### src/rtl/crc_check_serial_if.sv
// Serial codeword stream and check results for crc_check_serial.
// o_err_cnt exists only when CRC_ERR_CNT_EN is defined.
interface crc_check_serial_if #(
  parameter int unsigned DATA_W = 3
);
  logic              i_data;
  logic              i_valid;
  logic              i_sof;
  logic [DATA_W-1:0] o_data;
  logic              o_crc_ok;
  logic              o_crc_err;
  logic              o_done;
  logic              o_busy;
`ifdef CRC_ERR_CNT_EN
  logic [7:0]        o_err_cnt;

  modport master (
    output i_data, i_valid, i_sof,
    input  o_data, o_crc_ok, o_crc_err, o_done, o_busy, o_err_cnt
  );
  modport slave (
    input  i_data, i_valid, i_sof,
    output o_data, o_crc_ok, o_crc_err, o_done, o_busy, o_err_cnt
  );
`else
  modport master (
    output i_data, i_valid, i_sof,
    input  o_data, o_crc_ok, o_crc_err, o_done, o_busy
  );
  modport slave (
    input  i_data, i_valid, i_sof,
    output o_data, o_crc_ok, o_crc_err, o_done, o_busy
  );
`endif
endinterface

### src/rtl/crc_check_serial.sv
// Serial CRC-4 codeword checker: DATA_W payload bits then 4 CRC bits, MSB first.
// Define CRC_ERR_CNT_EN to add the saturating erroneous-codeword counter o_err_cnt.
module crc_check_serial #(
  parameter int unsigned DATA_W = 3,
  parameter logic [4:0]  GPE    = 5'b10111
) (
  input  logic              i_clk,
  input  logic              i_reset,
  crc_check_serial_if.slave bus
);
  localparam int unsigned CNT_W = 5;
  localparam int unsigned CRC_W = 4;
  localparam logic [CNT_W-1:0] LAST_DATA = CNT_W'(DATA_W - 1);
  localparam logic [CNT_W-1:0] LAST_CRC  = CNT_W'(CRC_W - 1);

  typedef enum logic [1:0] {ST_IDLE, ST_DATA, ST_CRC} state_t;

  state_t            state_q, state_d;
  logic [CNT_W-1:0]  cnt_q, cnt_d;
  logic [CRC_W-1:0]  rem_q, rem_d, rem_step;
  logic [DATA_W-1:0] pay_q, pay_d, pay_shift;
  logic [DATA_W-1:0] data_q, data_d;
  logic              ok_q, ok_d;
  logic              err_q, err_d;
  logic              done_q, done_d;
  logic              busy_q, busy_d;
  logic              start;

  function automatic logic [CRC_W-1:0] crc_step(input logic [CRC_W-1:0] r, input logic b);
    logic fb;
    fb = r[CRC_W-1] ^ b;
    return {r[CRC_W-2:0], 1'b0} ^ (fb ? GPE[CRC_W-1:0] : '0);
  endfunction

  // A start bit always begins from a cleared remainder, whether fresh or aborting.
  assign start     = bus.i_valid & bus.i_sof;
  assign rem_step  = crc_step(start ? '0 : rem_q, bus.i_data);
  assign pay_shift = DATA_W'({pay_q, bus.i_data});

  always_comb begin
    state_d = state_q;
    cnt_d   = cnt_q;
    rem_d   = rem_q;
    pay_d   = pay_q;
    data_d  = data_q;
    ok_d    = ok_q;
    err_d   = err_q;
    done_d  = 1'b0;
    if (start) begin
      rem_d = rem_step;
      pay_d = pay_shift;
      if (DATA_W == 1) begin
        state_d = ST_CRC;
        cnt_d   = '0;
      end else begin
        state_d = ST_DATA;
        cnt_d   = CNT_W'(1);
      end
    end else if (bus.i_valid) begin
      unique case (state_q)
        ST_DATA: begin
          rem_d = rem_step;
          pay_d = pay_shift;
          if (cnt_q == LAST_DATA) begin
            state_d = ST_CRC;
            cnt_d   = '0;
          end else begin
            cnt_d = cnt_q + CNT_W'(1);
          end
        end
        ST_CRC: begin
          rem_d = rem_step;
          if (cnt_q == LAST_CRC) begin
            state_d = ST_IDLE;
            cnt_d   = '0;
            done_d  = 1'b1;
            data_d  = pay_q;
            ok_d    = (rem_step == '0);
            err_d   = (rem_step != '0);
          end else begin
            cnt_d = cnt_q + CNT_W'(1);
          end
        end
        default: ;
      endcase
    end
    busy_d = (state_d != ST_IDLE);
  end

  always_ff @(posedge i_clk) begin
    if (i_reset) begin
      state_q <= ST_IDLE;
      cnt_q   <= '0;
      rem_q   <= '0;
      pay_q   <= '0;
      data_q  <= '0;
      ok_q    <= 1'b0;
      err_q   <= 1'b0;
      done_q  <= 1'b0;
      busy_q  <= 1'b0;
    end else begin
      state_q <= state_d;
      cnt_q   <= cnt_d;
      rem_q   <= rem_d;
      pay_q   <= pay_d;
      data_q  <= data_d;
      ok_q    <= ok_d;
      err_q   <= err_d;
      done_q  <= done_d;
      busy_q  <= busy_d;
    end
  end

  assign bus.o_data    = data_q;
  assign bus.o_crc_ok  = ok_q;
  assign bus.o_crc_err = err_q;
  assign bus.o_done    = done_q;
  assign bus.o_busy    = busy_q;

`ifdef CRC_ERR_CNT_EN
  logic [7:0] err_cnt_q, err_cnt_d;

  // Saturating count of completions with a non-zero remainder.
  always_comb begin
    err_cnt_d = err_cnt_q;
    if (done_d && err_d && (err_cnt_q != 8'hFF)) begin
      err_cnt_d = err_cnt_q + 8'd1;
    end
  end

  always_ff @(posedge i_clk) begin
    if (i_reset) begin
      err_cnt_q <= '0;
    end else begin
      err_cnt_q <= err_cnt_d;
    end
  end

  assign bus.o_err_cnt = err_cnt_q;
`endif
endmodule

### src/flat_wrapper.sv
// flat-port wrapper written by rule: the top's interface ports become plain ports
module crc_check_serial_flat 
#(
  parameter int unsigned DATA_W = 3,
  parameter logic [4:0]  GPE    = 5'b10111
)
  (i_clk, i_reset, bus_i_data, bus_i_valid, bus_i_sof, bus_o_data, bus_o_crc_ok, bus_o_crc_err, bus_o_done, bus_o_busy);
  crc_check_serial_if #(.DATA_W(DATA_W)) bus_i ();
  input  logic i_clk;
  input  logic i_reset;
  input wire logic [$bits(bus_i.i_data)-1:0] bus_i_data;
  input wire logic [$bits(bus_i.i_valid)-1:0] bus_i_valid;
  input wire logic [$bits(bus_i.i_sof)-1:0] bus_i_sof;
  output wire logic [$bits(bus_i.o_data)-1:0] bus_o_data;
  output wire logic [$bits(bus_i.o_crc_ok)-1:0] bus_o_crc_ok;
  output wire logic [$bits(bus_i.o_crc_err)-1:0] bus_o_crc_err;
  output wire logic [$bits(bus_i.o_done)-1:0] bus_o_done;
  output wire logic [$bits(bus_i.o_busy)-1:0] bus_o_busy;
  assign bus_i.i_data = bus_i_data;
  assign bus_i.i_valid = bus_i_valid;
  assign bus_i.i_sof = bus_i_sof;
  assign bus_o_data = bus_i.o_data;
  assign bus_o_crc_ok = bus_i.o_crc_ok;
  assign bus_o_crc_err = bus_i.o_crc_err;
  assign bus_o_done = bus_i.o_done;
  assign bus_o_busy = bus_i.o_busy;
  crc_check_serial #(.DATA_W(DATA_W), .GPE(GPE)) u_core (.i_clk(i_clk), .i_reset(i_reset), .bus(bus_i));
endmodule
### config.mk
export PLATFORM = sky130hd
export DESIGN_NAME = crc_check_serial_flat
export DESIGN_NICKNAME = d
export VERILOG_FILES = /design/src/rtl/crc_check_serial_if.sv /design/src/rtl/crc_check_serial.sv /design/src/flat_wrapper.sv
export SDC_FILE = /design/constraint.sdc
export NUM_CORES = 1
export LEC_CHECK = 0
export ABC_AREA = 1
export CAP_MARGIN = 20
export CORE_UTILIZATION = 48
export DETAILED_ROUTE_END_ITERATION = 10
export GPL_ROUTABILITY_DRIVEN = 0
export PLACE_DENSITY = 0.71
export SLEW_MARGIN = 30
export SYNTH_ARGS = -nofsm -noshare
export SYNTH_HDL_FRONTEND = slang
export SYNTH_SLANG_ARGS = --single-unit
export TNS_END_PERCENT = 50
### constraint.sdc
create_clock -name i_clk -period 1.5 [get_ports i_clk]
set_clock_uncertainty 0.1 [all_clocks]
set_input_delay 0.3 -clock i_clk [delete_from_list [all_inputs] [get_ports i_clk]]
set_output_delay 0.3 -clock i_clk [all_outputs]
set_load 0.02 [all_outputs]
After elaboration in Yosys (flattened, before gate mapping)
Cells that the tools add are included.

$add $sub $neg: 1. Multipliers: 0. Divide/modulo/power cells: 0. Magnitude comparators: 0. Eq/ne operators: 4. Shift-type cells: 0. Multiplexer cells: 19. Bitwise operators: 6. Reduce and logical (&&, ||, !) cells: 16.

Operators by type and width (number): 2-to-1 mux 4 bit (4); 2-to-1 mux 3 bit (4); equality test 5 x 2 -> 1 bit (second input constant) (2); 2-to-1 mux 5 bit (2); case mux 5 bit (2 select lines) (1); nonzero test 2 bit (5); 2-to-1 mux 2 bit (4); AND reduction 2 bit (4); adder 5 x 1 -> 5 bit (second input constant) (1); logical NOT 4 bit (1); case mux 2 bit (2 select lines) (1); AND reduction 4 bit (1); nonzero test 4 bit (1); OR reduction 2 bit (2); OR reduction 4 bit (1); bitwise XOR 4 bit (1); 2-to-1 mux 1 bit (3); NOT 1 bit (3); nonzero test 3 bit (1); equality test 2 x 1 -> 1 bit (second input constant) (1); equality test 2 bit (second input constant) (1); AND 1 bit (1); bitwise XOR 1 bit (1).

Register bits: 21. Latch bits: 0. Bits in writable memories: 0. Bits in read-only memories: 0. Input port bits: 5. Word-level logic and storage cells: 56. Memories: 0.

Longest topological paths before layout
Gate-level depths: netlist of the first run.

Depth in word-level cells: 8. Depth in mapped cells: 11. Gate-level depth less buffers: 11.

Worst setup path before layout of the first run
Ideal clock, no wire load.

Path type: register to register. Start: register u_core.state_q[0]. End: register u_core.busy_q (netlist: u_core.bus.o_busy). Setup time: 0.114 ns. Arrival: 1.189 ns. Slack: 0.097 ns. Cell stages (with the launch flop): 10. Buffers on the path: 1. Period minus slack after synthesis: 1.403 ns. Cell sequence: dfxtp_1 -> inv_1 -> ha_1 -> nor2_2 -> buf_4 -> nand3_1 -> nand2_1 -> nand2_1 -> nand2_1 -> nand2_1.

Word-level cells in the longest chain between the ends: 5. Elaborated cells between the ends (all ways): 8.

RTL lines: start: declaration (RTL line crc_check_serial.sv:18) `state_t state_q, state_d;`; start signal: assignment (RTL line crc_check_serial.sv:102) `state_q <= state_d;`; equality test 2 bit, or another cell as far along (RTL line crc_check_serial.sv:60) `unique case (state_q)`; case mux 2 bit (2 select lines) (RTL line crc_check_serial.sv:60); 2-to-1 mux 2 bit (*) (RTL line crc_check_serial.sv:59) `end else if (bus.i_valid) begin`; 2-to-1 mux 2 bit (*) (RTL line crc_check_serial.sv:49) `if (start) begin`; nonzero test 2 bit (*) (RTL line crc_check_serial.sv:87) `busy_d = (state_d != ST_IDLE);`; end signal: assignment (RTL line crc_check_serial.sv:110) `busy_q <= busy_d;`; end: declaration (RTL line crc_check_serial.sv:26) `logic busy_q, busy_d;`.

Mark *: on every way between the ends. The rest lies on a longest branch, timed or not. A chain may end at the register's enable or synchronous reset.

Worst setup path in the final report of the first run
Start: input port bus_i_sof. End: register u_core.ok_q (netlist: u_core.bus.o_crc_ok).

Word-level cells in the longest chain between the ends: 6. Elaborated cells between the ends (all ways): 8.

RTL lines: start: declaration (RTL line flat_wrapper.sv:13) `input wire logic [$bits(bus_i.i_sof)-1:0] bus_i_sof;`; AND 1 bit (*) (RTL line crc_check_serial.sv:36) `assign start = bus.i_valid & bus.i_sof;`; 2-to-1 mux 4 bit (RTL line crc_check_serial.sv:37) `assign rem_step = crc_step(start ? '0 : rem_q, bus.i_data);`; bitwise XOR 1 bit (RTL line crc_check_serial.sv:31) `fb = r[CRC_W-1] ^ b;`; 2-to-1 mux 3 bit (RTL line crc_check_serial.sv:32) `return {r[CRC_W-2:0], 1'b0} ^ (fb ? GPE[CRC_W-1:0] : '0);`; bitwise XOR 4 bit (RTL line crc_check_serial.sv:32); logical NOT 4 bit (RTL line crc_check_serial.sv:78) `ok_d = (rem_step == '0);`; end signal: assignment (RTL line crc_check_serial.sv:107) `ok_q <= ok_d;`; end: declaration (RTL line crc_check_serial.sv:23) `logic ok_q, ok_d;`.

Marked as above.

==> results of run 1 <==
-- cells in the mapped netlist, drive strengths merged (3+ instances only) --
cell type | number | share of area, %
xor2 | 3 | 2.6
ha | 5 | 6.2
inv | 21 | 7.8
nand3 | 6 | 3.0
a21oi | 5 | 2.9
dfxtp | 21 | 42
nand2 | 33 | 13
nand4 | 3 | 3.4
nor2 | 22 | 9.7
o21ai | 12 | 6.0
-- area by class of cell --
type	instances	area (um^2)
sequential	21	425
clock buffer	4	26.3
tap	27	33.8
inverter	21	78.8
multi-input combinational	93	544
fill	186	614
timing repair buffer	29	239
-- state kept, by name, summed over array words and instances (netlist names) --
| register | cells |
|---|---|
| u_core.bus.o_crc_ok | 1 |
| u_core.bus.o_crc_err | 1 |
| u_core.bus.o_busy | 1 |
| u_core.bus.o_data | 3 |
| u_core.cnt_q | 5 |
| u_core.rem_q | 4 |
| u_core.state_q | 2 |
| u_core.bus.o_done | 1 |
| u_core.pay_q | 3 |
-- through the flow --
stage	setup WS [ns]	cells	power [mW]	utilization, %	hold slack [ns]
2_1_floorplan	0.0970	137	0.687	-	0.262
3_3_place_gp	-0.267	187	0.749	63.5	0.354
3_5_place_dp	-0.330	187	0.754	63.5	0.369
4_1_cts	0.0119	194	1.03	65.6	0.385
5_1_grt	-0.0441	195	1.09	68.7	0.403
6_report	0.0669	195	1.05	68.7	0.384
-- worst reg2reg max path: cells and delay by family, from the launching register on --
family / cells / cell delay, ns
AO/OA/AOI/OAI: 3 / 0.36
adder cells (fa/ha/maj): 1 / 0.19
buffers and inverters: 2 / 0.26
flip-flops: 1 / 0.35
AND/OR/NAND/NOR: 1 / 0.06
-- per-layer routing --
layer	share of wire, %	track usage [%]	wire length (um)	vias up
met1	43	24.1	957	442
met5	0	0	0	-
li1	-	-	-	491
met3	4.5	4.91	100	6
met4	2.1	10.6	48	0
met2	51	33.5	1140	29
-- worst min-delay path by stage --
stage                     cells after the start  slack, ns                               end                        startpoint
after floorplan                               1       0.26  u_core.bus.o_crc_ok$_SDFFE_PP0P_                           i_reset
after global placement                        2       0.35      u_core.rem_q[1]$_SDFFE_PP0P_      u_core.rem_q[1]$_SDFFE_PP0P_
after detailed placement                      2       0.37      u_core.rem_q[1]$_SDFFE_PP0P_      u_core.rem_q[1]$_SDFFE_PP0P_
after CTS                                     2       0.39  u_core.bus.o_crc_ok$_SDFFE_PP0P_  u_core.bus.o_crc_ok$_SDFFE_PP0P_
after global routing                          2       0.40  u_core.bus.o_crc_ok$_SDFFE_PP0P_  u_core.bus.o_crc_ok$_SDFFE_PP0P_
final                                         2       0.38  u_core.bus.o_crc_ok$_SDFFE_PP0P_  u_core.bus.o_crc_ok$_SDFFE_PP0P_
-- where the power goes --
group | internal, mW | switching [mW]
Clock | 0.104 | 0.175
Sequential | 0.581 | 0.0156
Combinational | 0.0813 | 0.0884
Total | 0.766 | 0.279
-- kinds of logic (layout without fill, tap and decap cells) --
| kind of cell | after synthesis | count (layout) | synth area share [%] |
|---|---|---|---|
| simple gates | 65 | 65 | 29.6 |
| buf+inv | 23 | 54 | 8.94 |
| flops | 21 | 21 | 41.7 |
| compound gates | 20 | 20 | 10.9 |
| fa+ha+maj | 5 | 5 | 6.21 |
| xor+xnor | 3 | 3 | 2.61 |
-- timing repair --
| item | 4_1_cts | 5_1_grt |
|---|---|---|
| resized for setup | 10 | 18 |
| setup endpoints to repair | 16 | 16 |
| buffers inserted | 2 | 1 |
| cloned | 1 | 0 |
| pin swaps | 1 | 14 |
==> results.cfg, run 1 <==
[yosys]
synthArstFlopShare_pct = 0
ys_ff_latch = 21
synth-edff-count = 0
synth-seq-area-share_pct = 41.7
postSynthCellCount = 137
syn_avg_cell_area_um2 = 7.35
syn_nets = 147
ys.flop_type = dfxtp_1
syn_area_um2 = 1010
yosysWarnings = 0
ys_types = 23

[cts]
cts_max_level = 1
path_clk_slew_ns = 0.11
clk_latency_ns = 0.31
ctsRootBufferMaster = clkbuf_4
cts_sinks = 21
cts_tree = built
clockBufferDepth = 2
numCtsBuffers = 3
ctsHoldBuffers = 0

[grt]
grt_pass1_vias = 782
grt_max_degree = 13
grt_usage_pct = 20.2
antenna_found_initial = 0
grt_pass1_wl_um = 3120
overflow = 0

[critical_path]
cp-endpoint = u_core.bus.o_crc_ok$_SDFFE_PP0P_
cp_num_buf_inv = 1
critPathSlowestCell = clkdlybuf4s50_1
reg2reg_depth = 7
cpPeakStageDelay_ns = 0.49
critPathTopFamily = simple AND/OR/NAND/NOR gates
worstPathCellList = clkdlybuf4s50_1, nand2_2, nand2_2, nand2_2, nand2_2, ha_1, nand2_1, nor2_2, nand2_1, a21oi_2
crit_path_max_fanout = 4
critPathRequiredTime_ns = 1.65
reg2reg_to = u_core.cnt_q[0]$_SDFFE_PP0P_
r2r-start = u_core.state_q[0]$_SDFF_PP0_
cp.arrival_ns = 1.58
critPathKind = in -> reg
ff2ff_setup_slack_ns = 0.08
crit_cells = 10
start_kind = input pin
startpoint = bus_i_sof
crit_top_cell = nand2_2
end_kind = flip-flop

[final_layout]
layout.nets = 179
layout_common_cells = nand2_1 (29), inv_1 (17), nor2_1 (17), buf_4 (17), dfxtp_1 (17)
drive_gt1_share_pct = 26.8
area.growth.synth_to_final_pct = 33.8
diodes = 0
final_common_cell = nand2_1
final_area_um2 = 1350

[route]
drt_iter0_markers = 28
first_pass_iters = 6
vias = 968
drc = 0
ant_nets = 0
via_per_inst = 4.96
drt-total-wl_um = 2250
wl_per_cell_um = 11.5

[die]
pin_count = 12
start_util_pct = 51.3
die_w_um = 47.8
die_height_um = 47.8
core_um2 = 1960
dieArea_um2 = 2290
rows = 16

[sta]
maxSlewViolCount = 0
slew-limit-headroom_pct = 78.3
period_share_pct = 95.5
max_freq_mhz = 698
timing_hold_violations_final = 0
min_period_ns = 1.43
worstMarginPinSlew_ns = 0.325
finalSetupTns_ns = 0
setup-violations-final = 0

[pwr]
p_leak_nw = 0.637
ir_drop_mv = 0.539
p_per_area_nw_per_um2 = 776

[status]
status = finished, final reports clean

[placement]
port_buffers = 11
placed_area_um2 = 1240
hpwlAfterDp_um = 1550

[min_path]
hold_path.class = reg -> reg

[run]
maxCapViolations = 0
Note: power is estimated with default switching activity, not from simulation.
==> run 2, diff against run 1 <==
--- a/config.mk
+++ b/config.mk
@@ -5,11 +5,11 @@
 export SDC_FILE = /design/constraint.sdc
 export NUM_CORES = 1
 export LEC_CHECK = 0
-export ABC_AREA = 1
 export CAP_MARGIN = 20
 export CORE_UTILIZATION = 48
 export DETAILED_ROUTE_END_ITERATION = 10
 export GPL_ROUTABILITY_DRIVEN = 0
+export MAX_ROUTING_LAYER = met4
 export PLACE_DENSITY = 0.71
 export SLEW_MARGIN = 30
 export SYNTH_ARGS = -nofsm -noshare
==> results.cfg, run 2 <==
[route]
wl_per_cell_um = 15.1
drc = 0
drt-total-wl_um = 2700
first_pass_iters = 4
via_per_inst = 5.39
ant_nets = 0
vias = 959
drt_iter0_markers = 27

[min_path]
hold_path_depth = 2
whs_endpoint = u_core.bus.o_data[0]$_SDFFE_PP0P_
hold_path.class = reg -> reg
hp-start = u_core.bus.o_data[0]$_SDFFE_PP0P_

[placement]
placed_area_um2 = 1330
place_worst_setup_slack_ns = -0.515
hpwlAfterDp_um = 1700
port_buffers = 11
dp.cells = 171

[pwr]
p_per_area_nw_per_um2 = 718
p_sw_mw = 0.309
p_seq_share_pct = 54.3
p_leak_nw = 0.621
ir_drop_mv = 0.600
p_int_mw = 0.776
p_comb_share_pct = 19.1
clkPwrFrac_pct = 26.6
p_sw_share_pct = 28.4

[final_layout]
largest_reg_flops = 5
finalNonFillerCells = 178
layout.nets = 162
final_area_um2 = 1510
reg_top3 = u_core.cnt_q x5, u_core.rem_q x4
diodes = 0
layout_common_cells = buf_4 (23), dfxtp_1 (17), nand2_1 (13)
area.growth.synth_to_final_pct = 46.6
regMostFlops = u_core.cnt_q
final_common_cell = buf_4
drive_gt1_share_pct = 41.1

[cts]
numCtsBuffers = 3
clk_latency_ns = 0.31
cts_max_level = 1
clockBufferDepth = 2
path_clk_slew_ns = 0.13
cts_sinks = 21
ctsRootBufferMaster = clkbuf_4
cts_tree = built
ctsHoldBuffers = 0

[yosys]
syn_area_um2 = 1030
synth_area_leaders = dfxtp_1 (41%), ha_1 (6.1%), nand2_1 (5.5%), a21oi_1 (4.4%), nor2_1 (4.0%)
syn_avg_cell_area_um2 = 8.97
yosysWarnings = 0
yosysTopAreaCellShare_pct = 40.8
ys.flop_type = dfxtp_1
syn_nets = 125
ys_types = 33
synth-seq-area-share_pct = 40.8
synth-edff-count = 0
postSynthCellCount = 115
ys_ff_latch = 21
yosys.area.top_type = dfxtp_1
synthArstFlopShare_pct = 0
yosys-top-cells-count = dfxtp_1 (21), nand2_1 (15), nor2_1 (11)
yosysMostFrequentCell = dfxtp_1

[die]
rows = 16
pin_count = 12
die_w_um = 48.3
die_height_um = 48.3
start_util_pct = 52.0
dieArea_um2 = 2340
core_um2 = 1980

[critical_path]
worstPathCellList = ha_4, nor4b_4, and4b_4, nand4_4, o211a_1
cp_num_buf_inv = 0
r2r-start = u_core.cnt_q[0]$_SDFFE_PP0P_
reg2reg_depth = 5
end_kind = flip-flop
cp.arrival_ns = 1.71
critPathRequiredTime_ns = 1.62
ff2ff_setup_slack_ns = -0.09
critPathKind = reg -> reg
crit_path_max_fanout = 5
start_kind = flip-flop
critPathSlowestCell = dfxtp_4
critPathTopFamily = simple AND/OR/NAND/NOR gates
cpPeakStageDelay_ns = 0.40
reg2reg_to = u_core.bus.o_crc_err$_SDFFE_PP0P_

[sta]
fin_hold_ws_ns = 0.367
fin_ws_ns = -0.0926
worstMarginPinSlew_ns = 0.339
min_period_ns = 1.59
timing_hold_violations_final = 0
period_share_pct = 106
setup-violations-final = 8
slew-limit-headroom_pct = 77.3
rsz0062_at_grt = yes
maxSlewViolCount = 0
max_freq_mhz = 628

[grt]
overflow = 0
grt_max_degree = 18
grt_pass1_wl_um = 4010
antenna_found_initial = 0
grt_usage_pct = 22.8
grt_pass1_vias = 879

[run]
maxCapViolations = 0

[status]
status = complete, but fails checks
violations = negative setup slack
## run 2: changes by cell type in the layout (fill, tap and decap cells not counted), sizes merged, moves of 3 or more
cell / before / now
nand2: 33 / 15
inv: 21 / 5
nor2: 22 / 11
buf: 18 / 25
nor3: 0 / 5
o21ai: 12 / 7
a21oi: 5 / 9
mux2i: 0 / 4
a211oi: 0 / 3
nand3: 6 / 3
## run 2: layout make-up
cell class | instances | area [um^2]
clock inverters | 1 | 5.00
multi-input cells | 85 | 707
fillers | 138 | 470
flip-flops and latches | 21 | 430
well taps | 27 | 33.8
repair buffers | 36 | 294
clock buffers | 3 | 22.5
inverters | 5 | 18.8
## run 2: logic make-up after synthesis
family,Yosys count,share of synthesized area [%]
compound gates,23,14.0
xor+xnor,5,4.25
mux,5,4.98
simple gates,47,25.6
fa+ha+maj,5,6.07
buf+inv,9,4.37
flops,21,40.8
## run 2: tightest hold or removal path: stages, from the launching register on
cell and delay [ns]:
dfxtp_1 0.33, nand2_1 0.05, a21oi_1 0.05
## run 2: worst max path at each step
stage,start,endpoint,slack [ns],cells past startpoint
finish,u_core.cnt_q[0]$_SDFFE_PP0P_,u_core.bus.o_crc_err$_SDFFE_PP0P_,-0.09,5
global placement,bus_i_sof,u_core.bus.o_crc_err$_SDFFE_PP0P_,-0.45,8
floorplan,u_core.state_q[0]$_SDFF_PP0_,u_core.bus.o_busy$_SDFF_PP0_,-0.01,7
detailed placement,bus_i_valid,u_core.bus.o_crc_err$_SDFFE_PP0P_,-0.52,8
CTS,u_core.cnt_q[1]$_SDFFE_PP0P_,u_core.bus.o_crc_err$_SDFFE_PP0P_,-0.05,5
global route,u_core.cnt_q[0]$_SDFFE_PP0P_,u_core.bus.o_crc_err$_SDFFE_PP0P_,-0.13,5
## run 2: through the flow
| step | utilization, % | setup TNS [ns] | total power [mW] |
|---|---|---|---|
| after detailed placement | 66.9 | -5.01 | 0.763 |
| after floorplan | - | -0.0121 | 0.689 |
| after global routing | 76.3 | -0.949 | 1.13 |
| final | 76.3 | -0.345 | 1.09 |
| after global placement | 66.9 | -4.35 | 0.758 |
| after CTS | 72.0 | -0.182 | 1.04 |
## run 2: what timing repair did
action,in CTS,in global routing
pin swaps,8,10
resized for setup,28,17
buffers inserted,2,1
setup endpoints to repair,24,17
## run 2: metal layers
layer / vias to the layer above / GRT usage (%) / wire, um
met5: - / - / 0
met4: 0 / 5.88 / 61
met3: 8 / 5.03 / 79
met2: 25 / 35.9 / 1340
met1: 449 / 29.6 / 1220
li1: 477 / - / -
## run 2: power groups by stage
stage / clock [mW] / sequential, mW / combinational (mW)
floorplan: 0 / 0.602 / 0.0867
global route: 0.320 / 0.591 / 0.222
finish: 0.289 / 0.589 / 0.207
global placement: 0 / 0.599 / 0.158
CTS: 0.274 / 0.590 / 0.178
detailed placement: 0 / 0.601 / 0.163
==> run 3, diff against run 2 <==
--- a/config.mk
+++ b/config.mk
@@ -7,6 +7,7 @@
 export LEC_CHECK = 0
 export CAP_MARGIN = 20
 export CORE_UTILIZATION = 48
+export CTS_CLUSTER_SIZE = 30
 export DETAILED_ROUTE_END_ITERATION = 10
 export GPL_ROUTABILITY_DRIVEN = 0
 export MAX_ROUTING_LAYER = met4
==> results of run 3 <==
The final DEF is identical to that of run 2; final timing and power are the same.
==> RTL edit: new RTL, settings of run 2 <==
Re-encode `state_t` (3 states) as one-hot, 3 bits wide.
--- a/src/rtl/crc_check_serial.sv
+++ b/src/rtl/crc_check_serial.sv
@@ -14,5 +14,5 @@
   localparam logic [CNT_W-1:0] LAST_CRC  = CNT_W'(CRC_W - 1);
 
-  typedef enum logic [1:0] {ST_IDLE, ST_DATA, ST_CRC} state_t;
+  typedef enum logic [2:0] {ST_IDLE = 3'b001, ST_DATA = 3'b010, ST_CRC = 3'b100} state_t;
 
   state_t            state_q, state_d;
Behaviour: same outputs for any inputs over 10 cycles, from zero or initial values and one cycle with i_reset high; not proved beyond that.
==> RTL edit against run 2 <==
  * The run still ends with negative setup slack left
  * Wire length is 0.89% lower
  * Final area rose by 6.6%
  * Worst setup slack got worse by 0.12 ns
  * Area after synthesis up 0.97%
  * Total power rose by 2.7%
  * Sequential cell count increased by 1
  * Via count grew 2.0%
  * Critical endpoint is now u_core.bus.o_busy$_SDFF_PP0_
  * Largest power group unchanged
  * Highest routed layer unchanged
==> RTL edit: results (changes against run 2) <==
- Status: finished, violations left
- Failing checks: negative setup slack
- Fraction of area in multi-input gates: 42.9% (-3.9 points)
- Multi-In Gates: 80 (-5.9%)
- Distinct cell type count of the synthesized netlist: 35 (+6.1%)
- Signal buffers share of area: 23.7% (+4.2 points)
- Nets: 166 (+2.5%)
- Clock buf count: 4 (+1)
- Crit path DAT: 1.80 ns (+0.09 ns)
- DP HPWL: 1.81 mm (+6.3%)
- Hold path start: u_core.bus.o_crc_ok$_SDFFE_PP0P_
- Most frequent cells after synthesis: dfxtp_1, nor2_1, mux2i_1
- Switching share of total power: 24.0% (-4.4 points)
- Max stage delay on crit path: 0.38 ns (-0.02 ns)
- Fraction of layout cells with a size suffix above 1: 45.9% (+4.8 points)
- IR drop worst, VDD: 0.000677 V (+13%)
- GRT Resource Usage Total: 25.1% (+2.3 points)
- Min Hold Slack: 0.382 ns (+0.0150 ns)
- Synth Instances: 110 (-4.3%)
- Wire per inst: 14.5 um (-4.1%)
- Critical-path top delay cell: dfxtp_2
- Vias/cell: 5.32 (-1.3%)
- Worst setup margin: -0.208 ns (-0.115 ns)
- Cell Area, Placed: 1400 um^2 (+5.5%)
- Setup Viol. Count Final: 12 (+4)
- Combinational share of power: 16.2% (-2.9 points)
- Seq pwr share: 54.9% (+0.6 points)
RTL edit: how the worst max path moves through the flow:
stage / to / slack, ns / cells after the start
floorplan: u_core.bus.o_crc_err$_SDFFE_PP0P_ / -0.21 / 5
global placement: u_core.cnt_q[1]$_SDFFE_PP0P_ / -0.48 / 6
detailed placement: u_core.cnt_q[4]$_SDFFE_PP0P_ / -0.56 / 6
CTS: u_core.bus.o_busy$_SDFF_PP0_ / -0.20 / 4
global route: u_core.bus.o_busy$_SDFF_PP0_ / -0.29 / 6
finish: u_core.bus.o_busy$_SDFF_PP0_ / -0.21 / 6
RTL edit: kinds of logic (layout without fill, tap and decap cells):
group	after synthesis	in the layout	share of synthesized area (%)
adders and majority gates	3	3	3.61
muxes	9	9	8.77
buffers and inverters	8	55	3.97
and+or+nand+nor	45	45	24.3
AOI/OAI and AO/OA	17	17	12.0
xor gates and xnor gates	6	6	5.05
DFF	22	22	42.3
RTL edit: stage by stage:
step / setup TNS [ns] / worst slack [ns]
3_3_place_gp: -7.54 / -0.485
4_1_cts: -0.952 / -0.200
5_1_grt: -2.43 / -0.287
3_5_place_dp: -8.51 / -0.560
6_report: -1.53 / -0.208
2_1_floorplan: -1.13 / -0.208
RTL edit: what timing repair did:
| action | in CTS | in global routing |
|---|---|---|
| setup endpoints to repair | 24 | 20 |
| setup buffers | 4 | 1 |
| pin swaps | 8 | 8 |
| gates resized for setup | 27 | 15 |
RTL edit: metal layers:
metal	GRT usage, %	vias up	share of wire, %
li1	-	488	-
met1	27.5	475	42
met2	44.8	11	54
met3	3.77	4	2.0
met4	10.8	0	1.5
met5	-	-	0
